$ cat src/rtl/lfm_pkg.sv
// Shared constants and helpers for the LFM sample-stream blocks.
// Samples carry I in the upper half-word and Q in the lower half-word.
package lfm_pkg;

    localparam int LFM_DATA_W    = 32;
    localparam int LFM_I_MSB     = 31;
    localparam int LFM_Q_MSB     = 15;
    localparam int LFM_FRAME_LEN = 1024;

    // Ceiling log2, usable in parameter and port-width expressions.
    function automatic int clog2(input int value);
        int r;
        r = 0;
        while ((1 << r) < value) r++;
        return r;
    endfunction

endpackage

$ cat src/rtl/sync_fifo_fwft.sv
// First-word-fall-through synchronous FIFO; the head entry is visible on
// rd_data whenever the FIFO is not empty, and reads as zero when it is empty.
module sync_fifo_fwft
    import lfm_pkg::*;
#(
    parameter int WIDTH = 33,
    parameter int DEPTH = 64
) (
    input  logic                  clk,
    input  logic                  reset,
    input  logic                  wr_en,
    input  logic [WIDTH-1:0]      wr_data,
    input  logic                  rd_en,
    output logic [WIDTH-1:0]      rd_data,
    output logic                  empty,
    output logic                  full,
    output logic [clog2(DEPTH):0] level
);

    localparam int AW = clog2(DEPTH);

    logic [WIDTH-1:0] mem_q [DEPTH];
    logic [AW-1:0]    wr_ptr_q, wr_ptr_d;
    logic [AW-1:0]    rd_ptr_q, rd_ptr_d;
    logic [AW:0]      level_q, level_d;
    logic             do_wr, do_rd;

    assign empty = (level_q == '0);
    assign full  = (level_q == (AW+1)'(DEPTH));
    assign level = level_q;
    // Gate the head so an empty FIFO never exposes unwritten storage.
    assign rd_data = empty ? '0 : mem_q[rd_ptr_q];

    always_comb begin
        do_wr    = wr_en && !full;
        do_rd    = rd_en && !empty;
        wr_ptr_d = wr_ptr_q + AW'(do_wr);
        rd_ptr_d = rd_ptr_q + AW'(do_rd);
        level_d  = level_q + (AW+1)'(do_wr) - (AW+1)'(do_rd);
    end

    always_ff @(posedge clk) begin
        if (reset) begin
            wr_ptr_q <= '0;
            rd_ptr_q <= '0;
            level_q  <= '0;
        end else begin
            wr_ptr_q <= wr_ptr_d;
            rd_ptr_q <= rd_ptr_d;
            level_q  <= level_d;
        end
    end

    always_ff @(posedge clk) begin
        if (do_wr) mem_q[wr_ptr_q] <= wr_data;
    end

endmodule

$ cat src/rtl/lfm_stream_framer.sv
// Buffers the free-running LFM sample stream into a ready/valid stream with a
// per-chirp tlast; samples arriving while the buffer is full are counted and lost.
module lfm_stream_framer
    import lfm_pkg::*;
#(
    parameter int DATA_W    = LFM_DATA_W,
    parameter int DEPTH     = 64,
    parameter int FRAME_LEN = LFM_FRAME_LEN,
    parameter int CNT_W     = 16
) (
    input  logic                  clk,
    input  logic                  reset,
    input  logic                  enable,
    input  logic                  lfm_valid,
    input  logic [DATA_W-1:0]     lfm_data,
    output logic                  m_tvalid,
    input  logic                  m_tready,
    output logic [DATA_W-1:0]     m_tdata,
    output logic                  m_tlast,
    output logic [clog2(DEPTH):0] level,
    output logic                  overflow,
    output logic [CNT_W-1:0]      drop_cnt
);

    localparam int             IW       = clog2(FRAME_LEN);
    localparam logic [IW-1:0]  IDX_LAST = IW'(FRAME_LEN - 1);

    logic [IW-1:0]    idx_q, idx_d;
    logic             overflow_q, overflow_d;
    logic [CNT_W-1:0] drop_cnt_q, drop_cnt_d;

    logic             accept, wr, drop, rd;
    logic             fifo_empty, fifo_full;
    logic [DATA_W:0]  fifo_rd_data;

    always_comb begin
        accept = enable && lfm_valid;
        // Full is judged on the pre-edge level, so a same-cycle pop does not
        // make room for the incoming sample.
        wr     = accept && !fifo_full;
        drop   = accept && fifo_full;
        rd     = m_tvalid && m_tready;

        // Index advances on every accepted strobe, stored or not, so chirp
        // alignment survives drops.
        idx_d = idx_q;
        if (!enable)
            idx_d = '0;
        else if (lfm_valid)
            idx_d = (idx_q == IDX_LAST) ? '0 : idx_q + IW'(1);

        overflow_d = overflow_q || drop;
        drop_cnt_d = drop_cnt_q;
        if (drop && (drop_cnt_q != '1))
            drop_cnt_d = drop_cnt_q + CNT_W'(1);
    end

    always_ff @(posedge clk) begin
        if (reset) begin
            idx_q      <= '0;
            overflow_q <= 1'b0;
            drop_cnt_q <= '0;
        end else begin
            idx_q      <= idx_d;
            overflow_q <= overflow_d;
            drop_cnt_q <= drop_cnt_d;
        end
    end

    sync_fifo_fwft #(
        .WIDTH (DATA_W + 1),
        .DEPTH (DEPTH)
    ) u_fifo (
        .clk     (clk),
        .reset   (reset),
        .wr_en   (wr),
        .wr_data ({idx_q == IDX_LAST, lfm_data}),
        .rd_en   (rd),
        .rd_data (fifo_rd_data),
        .empty   (fifo_empty),
        .full    (fifo_full),
        .level   (level)
    );

    assign m_tvalid = !fifo_empty;
    assign m_tdata  = fifo_rd_data[DATA_W-1:0];
    assign m_tlast  = fifo_rd_data[DATA_W];
    assign overflow = overflow_q;
    assign drop_cnt = drop_cnt_q;

endmodule

$ cat config.mk
export PLATFORM = sky130hd
export DESIGN_NAME = lfm_stream_framer
export DESIGN_NICKNAME = d
export VERILOG_FILES = /design/src/rtl/lfm_pkg.sv /design/src/rtl/sync_fifo_fwft.sv /design/src/rtl/lfm_stream_framer.sv
export SDC_FILE = /design/constraint.sdc
export NUM_CORES = 2
export LEC_CHECK = 0
export CORE_AREA = 2 2 433 435
export CTS_BUF_LIST = sky130_fd_sc_hd__clkbuf_8
export DETAILED_ROUTE_END_ITERATION = 10
export DIE_AREA = 0 0 435 437
export GPL_ROUTABILITY_DRIVEN = 0
export PLACE_DENSITY = 0.58
export SYNTH_ARGS = -nofsm -noshare
export SYNTH_HDL_FRONTEND = slang
export SYNTH_SLANG_ARGS = --single-unit
$ cat constraint.sdc
create_clock -name clk -period 4.2 [get_ports clk]
set_input_delay 1.05 -clock clk [delete_from_list [all_inputs] [get_ports clk]]
set_output_delay 1.05 -clock clk [all_outputs]
set_load 0.01 [all_outputs]
# After elaboration in Yosys (flattened, before gate mapping)
# Memories as Yosys holds them, arrays and structs flattened. A register that Yosys moved wholly into a read port is not among the register bits.
# Index checks and enable logic that the tools add are counted.
# Widths: inputs -> output; s select.
# word_totals
regBits	46
ramBits	2112
wordCells	34
memories	1
# memory_table
name	depth	word_bits	rd	rd_clocked_by_memory_dff	wr	line	text
u_fifo.mem_q	64	33	1	1	1	sync_fifo_fwft.sv:22	logic [WIDTH-1:0] mem_q [DEPTH];
# classes
addsub	6
eq_ne	3
muxes	5
bitwise_logic	1
reduce_logical	12
# ops
operator	count
$mux 33	1
$add 16x1->16 const B	1
$ne 16x16->1 const B	1
$add 6x1->6	2
$add 10x1->10 const B	1
$eq 10x10->1 const B	1
$mux 10	1
$add 7x1->7	1
$eq 7x7->1 const B	1
$logic_and 1x1->1	7
$logic_not 7->1	1
$sub 7x1->7	1
$mux 6	1
$logic_not 1->1	2
$mux 1	2
$reduce_or 2->1	1
$logic_or 1x1->1	1
$not 1->1	1

# Logic depth before layout (Yosys ltp)
# logic_depth
depth_word	6
depth_mapped	15

# Hierarchy
# A second synthesis with hierarchy kept.
# unflattened
hier_cells	3860
hier_area_um2	83456.3
# by_module_without_submodules
module	n_inst	cells_each	area_each_um2	seq_area_each_um2
sync_fifo_fwft	1	3703	82125.0	63801.2
lfm_stream_framer	1	157	1331.3	540.5

# Least setup slack after synthesis
# Ideal clock, no wire load.
# synth_path
kind	in2reg
startpoint	input lfm_valid
endpoint	memory u_fifo.mem_q[62][0], enable pin
setup_ps	423
arrival_time_ps	3330
required_time_ps	3777
slack_ps	446
cell_stages	5
n_path_buf	1
cell_sequence	buf_2 > o311a_1 > nor2b_1 > nand3_1 > nor2_1
# synth_between
elab_chain_len	5
# synth_lines
item	line	text
from (decl)	lfm_stream_framer.sv:14	input logic lfm_valid,
$logic_and 1x1->1	lfm_stream_framer.sv:37	accept = enable && lfm_valid;
$logic_and 1x1->1	lfm_stream_framer.sv:40	wr = accept && !fifo_full;
$logic_and 1x1->1	sync_fifo_fwft.sv:35	do_wr = wr_en && !full;
$mux 1	sync_fifo_fwft.sv:55	if (do_wr) mem_q[wr_ptr_q] <= wr_data;
$mux 1 (not written as such)	sync_fifo_fwft.sv:55	
to (decl)	sync_fifo_fwft.sv:22	
# No other way between the ends.

==> key figures <==
Worst setup path
  • Max FO, Critical Path: 5
  • Worst setup EP type: output pin
  • CP startpoint kind: flop
  • CP required: approximately 3200 ps
  • Crit path DAT: 3560 ps
  • Critical path class: flop to output pin

Power
  • Total power per unit cell area: about 520 nW/µm²
  • Net Sw Frac: approximately a quarter
  • Worst VDD drop: around 0.00031 V
  • Combinational power share: between 20% and 30%
  • Clock share of power: 32.0%
  • Switching power: around 14 mW
  • Internal power: between 30 and 40 mW
  • Register share of total power: a little under half
  • Leakage power: ~32 nW

Synthesis
  • Cell variety after synth: 57
  • Area share of the largest cell type after synthesis: roughly three quarters
  • Ys flop type: edfxtp_1
  • Syn_nets: 3931
  • Synth Area per Inst: approximately 21 µm²
  • Ys async rst share: 0%
  • Largest area contributor in the netlist: edfxtp_1
  • Synth warn: 0
  • Sequential fraction of the synthesis area: about 78%
  • #FFs+latches synth: roughly 2200
  • Cells after Synth: 3878
  • Synthesized cell area: approximately 83000 µm²
  • Synth area leaders: edfxtp_1, mux4_2, mux2i_1
  • Number of flops mapped to enable cells by yosys: roughly 2100

Detailed routing
  • Initial DRT Pass Iterations: 5
  • Vias: approximately 44000
  • Routed WL: between 200 and 250 mm
  • First DRT Iteration DRCs: around 5000
  • DRC viols: 0
  • Number of routed nets with antenna violations: 0
  • Vias per inst: about 5.9
  • Wire per inst: 31.3 µm

STA
  • Crit path time final: roughly 4600 ps
  • Slew headroom: around 16%
  • Setup violators final: 33
  • Max-slew violations: 0
  • Final-report hold violation count: 0
  • Period utilization: 110%
  • Clk_skew: a little under 80 ps
  • RSZ-0062 raised after global routing: true
  • Worst Tran Pin Value: 1260 ps
  • Final worst setup slack: -412 ps
  • FMAX: approximately 220 MHz

Placement
  • DP Area: between 90000 and 100000 µm²
  • Placed insts: 6597
  • Setup WS pre-CTS: -121 ps
  • Detail Placement HPWL: about 130 mm
  • Port bufs: between 90 and 100

Outcome
  • Failing checks: setup timing
  • Status: finished, violations left

Clock tree
  • CTS sink count: 2158
  • Total CTS buffers: 359
  • Max Buffers Root-to-Sink: 4
  • CTS tree: built
  • Worst skew pair latency: approximately 1100 ps
  • Clock root buffer: clkbuf_8
  • H-tree level count: 5
  • Worst-path clk slew: ~70 ps

Layout
  • Most frequent cells in the layout: edfxtp_1, mux4_2, clkbuf_8
  • Layout area overhead: 21.7%
  • Commonest non-fill, non-tap cell in the layout: edfxtp_1
  • Layout fillers: ~14000
  • Final core occ: 54.5%
  • Finished Layout Cells: about 7400
  • Design area: 101000 µm²
  • Area of the multi-input gates: slightly below 20000 µm²
  • Final nets: 4708
  • Flip-flop and latch area: between 60000 and 70000 µm²
  • Share of cells above drive strength 1: a little over a third

Global route
  • First-pass GRT wire length: 325 mm
  • Total Routing Usage GR: 24.0%
  • Initial antenna violation count: 10
  • Largest net degree at the start of global routing: 65
  • Vias in the first global route: around 44000
  • GRT overflow: 0

Floorplan
  • Rows: 158
  • Die ar.: roughly 190000 µm²
  • Placeable Area: ~190000 µm²
  • Initial Util: about 45%
  • Height of the die: around 440 µm
  • Die Wd: around 440 µm
  • IO Count: 95

Worst hold path
  • Hold Path Class: primary input to flop

Run
  • Maxcap violations: 0
worst max-delay path, cell delays in order, from the launching register on:
cell,delay [ps]
dfxtp_4,390
buf_12,160
buf_16,160
buf_16,140
buf_8,120
buf_8,120
buf_6,120
mux4_2,380
o22ai_4,90
a211o_4,380
o22ai_4,290
buf_6,150
area by class of cell:
type	instances	share of cell area [%]
multi-input cells	1484	19.6
inverters	15	0.0633
repair buffers	637	7.21
clock inverters	250	1.20
clock buffers	365	4.98
well taps	2480	3.08
diodes	8	0.0199
flip-flops and latches	2158	63.9
sequential cells by signal (all words and copies together), names as in the netlist:
| register | count |
|---|---|
| idx_q | 10 |
| u_fifo.level | 7 |
| u_fifo.wr_ptr_q | 6 |
| overflow | 1 |
| u_fifo.mem_q | 2112 |
| drop_cnt | 16 |
| u_fifo.rd_ptr_q | 6 |
cell usage after synthesis (17+ instances only):
cell type  count
edfxtp_1    2112
mux4_2       424
mux2i_1      307
nor2_1       119
a21oi_1      104
clkbuf_1      94
o21ai_0       71
buf_2         68
nand2_1       63
o22ai_1       63
o221ai_1      59
dfxtp_1       46
a211oi_1      38
buf_4         24
nand3_1       23
xnor2_1       23
a22o_1        22
buf_1         18
a221oi_1      17
nor2b_1       17
power by group through the flow:
stage / registers [mW] / clock network, mW / logic [mW]
2_1_floorplan: 24.2 / 0 / 5.08
3_3_place_gp: 24.2 / 0 / 8.62
3_5_place_dp: 24.2 / 0 / 8.63
4_1_cts: 23.8 / 17.0 / 10.9
5_1_grt: 23.8 / 17.9 / 12.1
6_report: 23.8 / 16.6 / 11.5
cells by family after synthesis:
group / synth area share (%)
and+or+nand+nor: 1.49
AOI/OAI and AO/OA: 3.46
adders and majority gates: 0.251
DFF: 77.7
muxes: 15.3
buffers and inverters: 1.43
xor gates and xnor gates: 0.338
per-stage QoR:
step	TNS (ps)	hold slack (ps)	total power [mW]
final	-9020	437	51.9
after global routing	-11910	407	53.7
after CTS	-13120	345	51.7
after global placement	-435	435	32.9
after floorplan	0	453	29.3
after detailed placement	-317	445	32.9
repair_timing:
item,4_1_cts,5_1_grt
gates cloned,22,5
hold buffers,0,0
setup buffers,105,72
endpoints found under the setup margin,34,33
gates resized for setup,557,162
pin swaps,70,71
metal layers:
layer	vias to the layer above	track usage, %	part of all wire, %
li1	17900	-	-
met1	23500	34.5	42
met2	1871	38.0	48
met3	292	4.47	7.6
met4	0	6.46	2.0
met5	-	0	0
path summary, 6_finish.rpt:
path	depth (start not counted)	slack, ps	from	endpoint
worst max-delay path	11	-410	u_fifo.rd_ptr_q[0]	m_tdata[21]
worst min-delay path	1	440	lfm_data[17]	u_fifo.mem_q[6][17]
worst max register to register	17	800	u_fifo.level[2]	u_fifo.level[6]
worst min register to register	2	450	overflow	overflow
(Power assumes the default switching activity.)
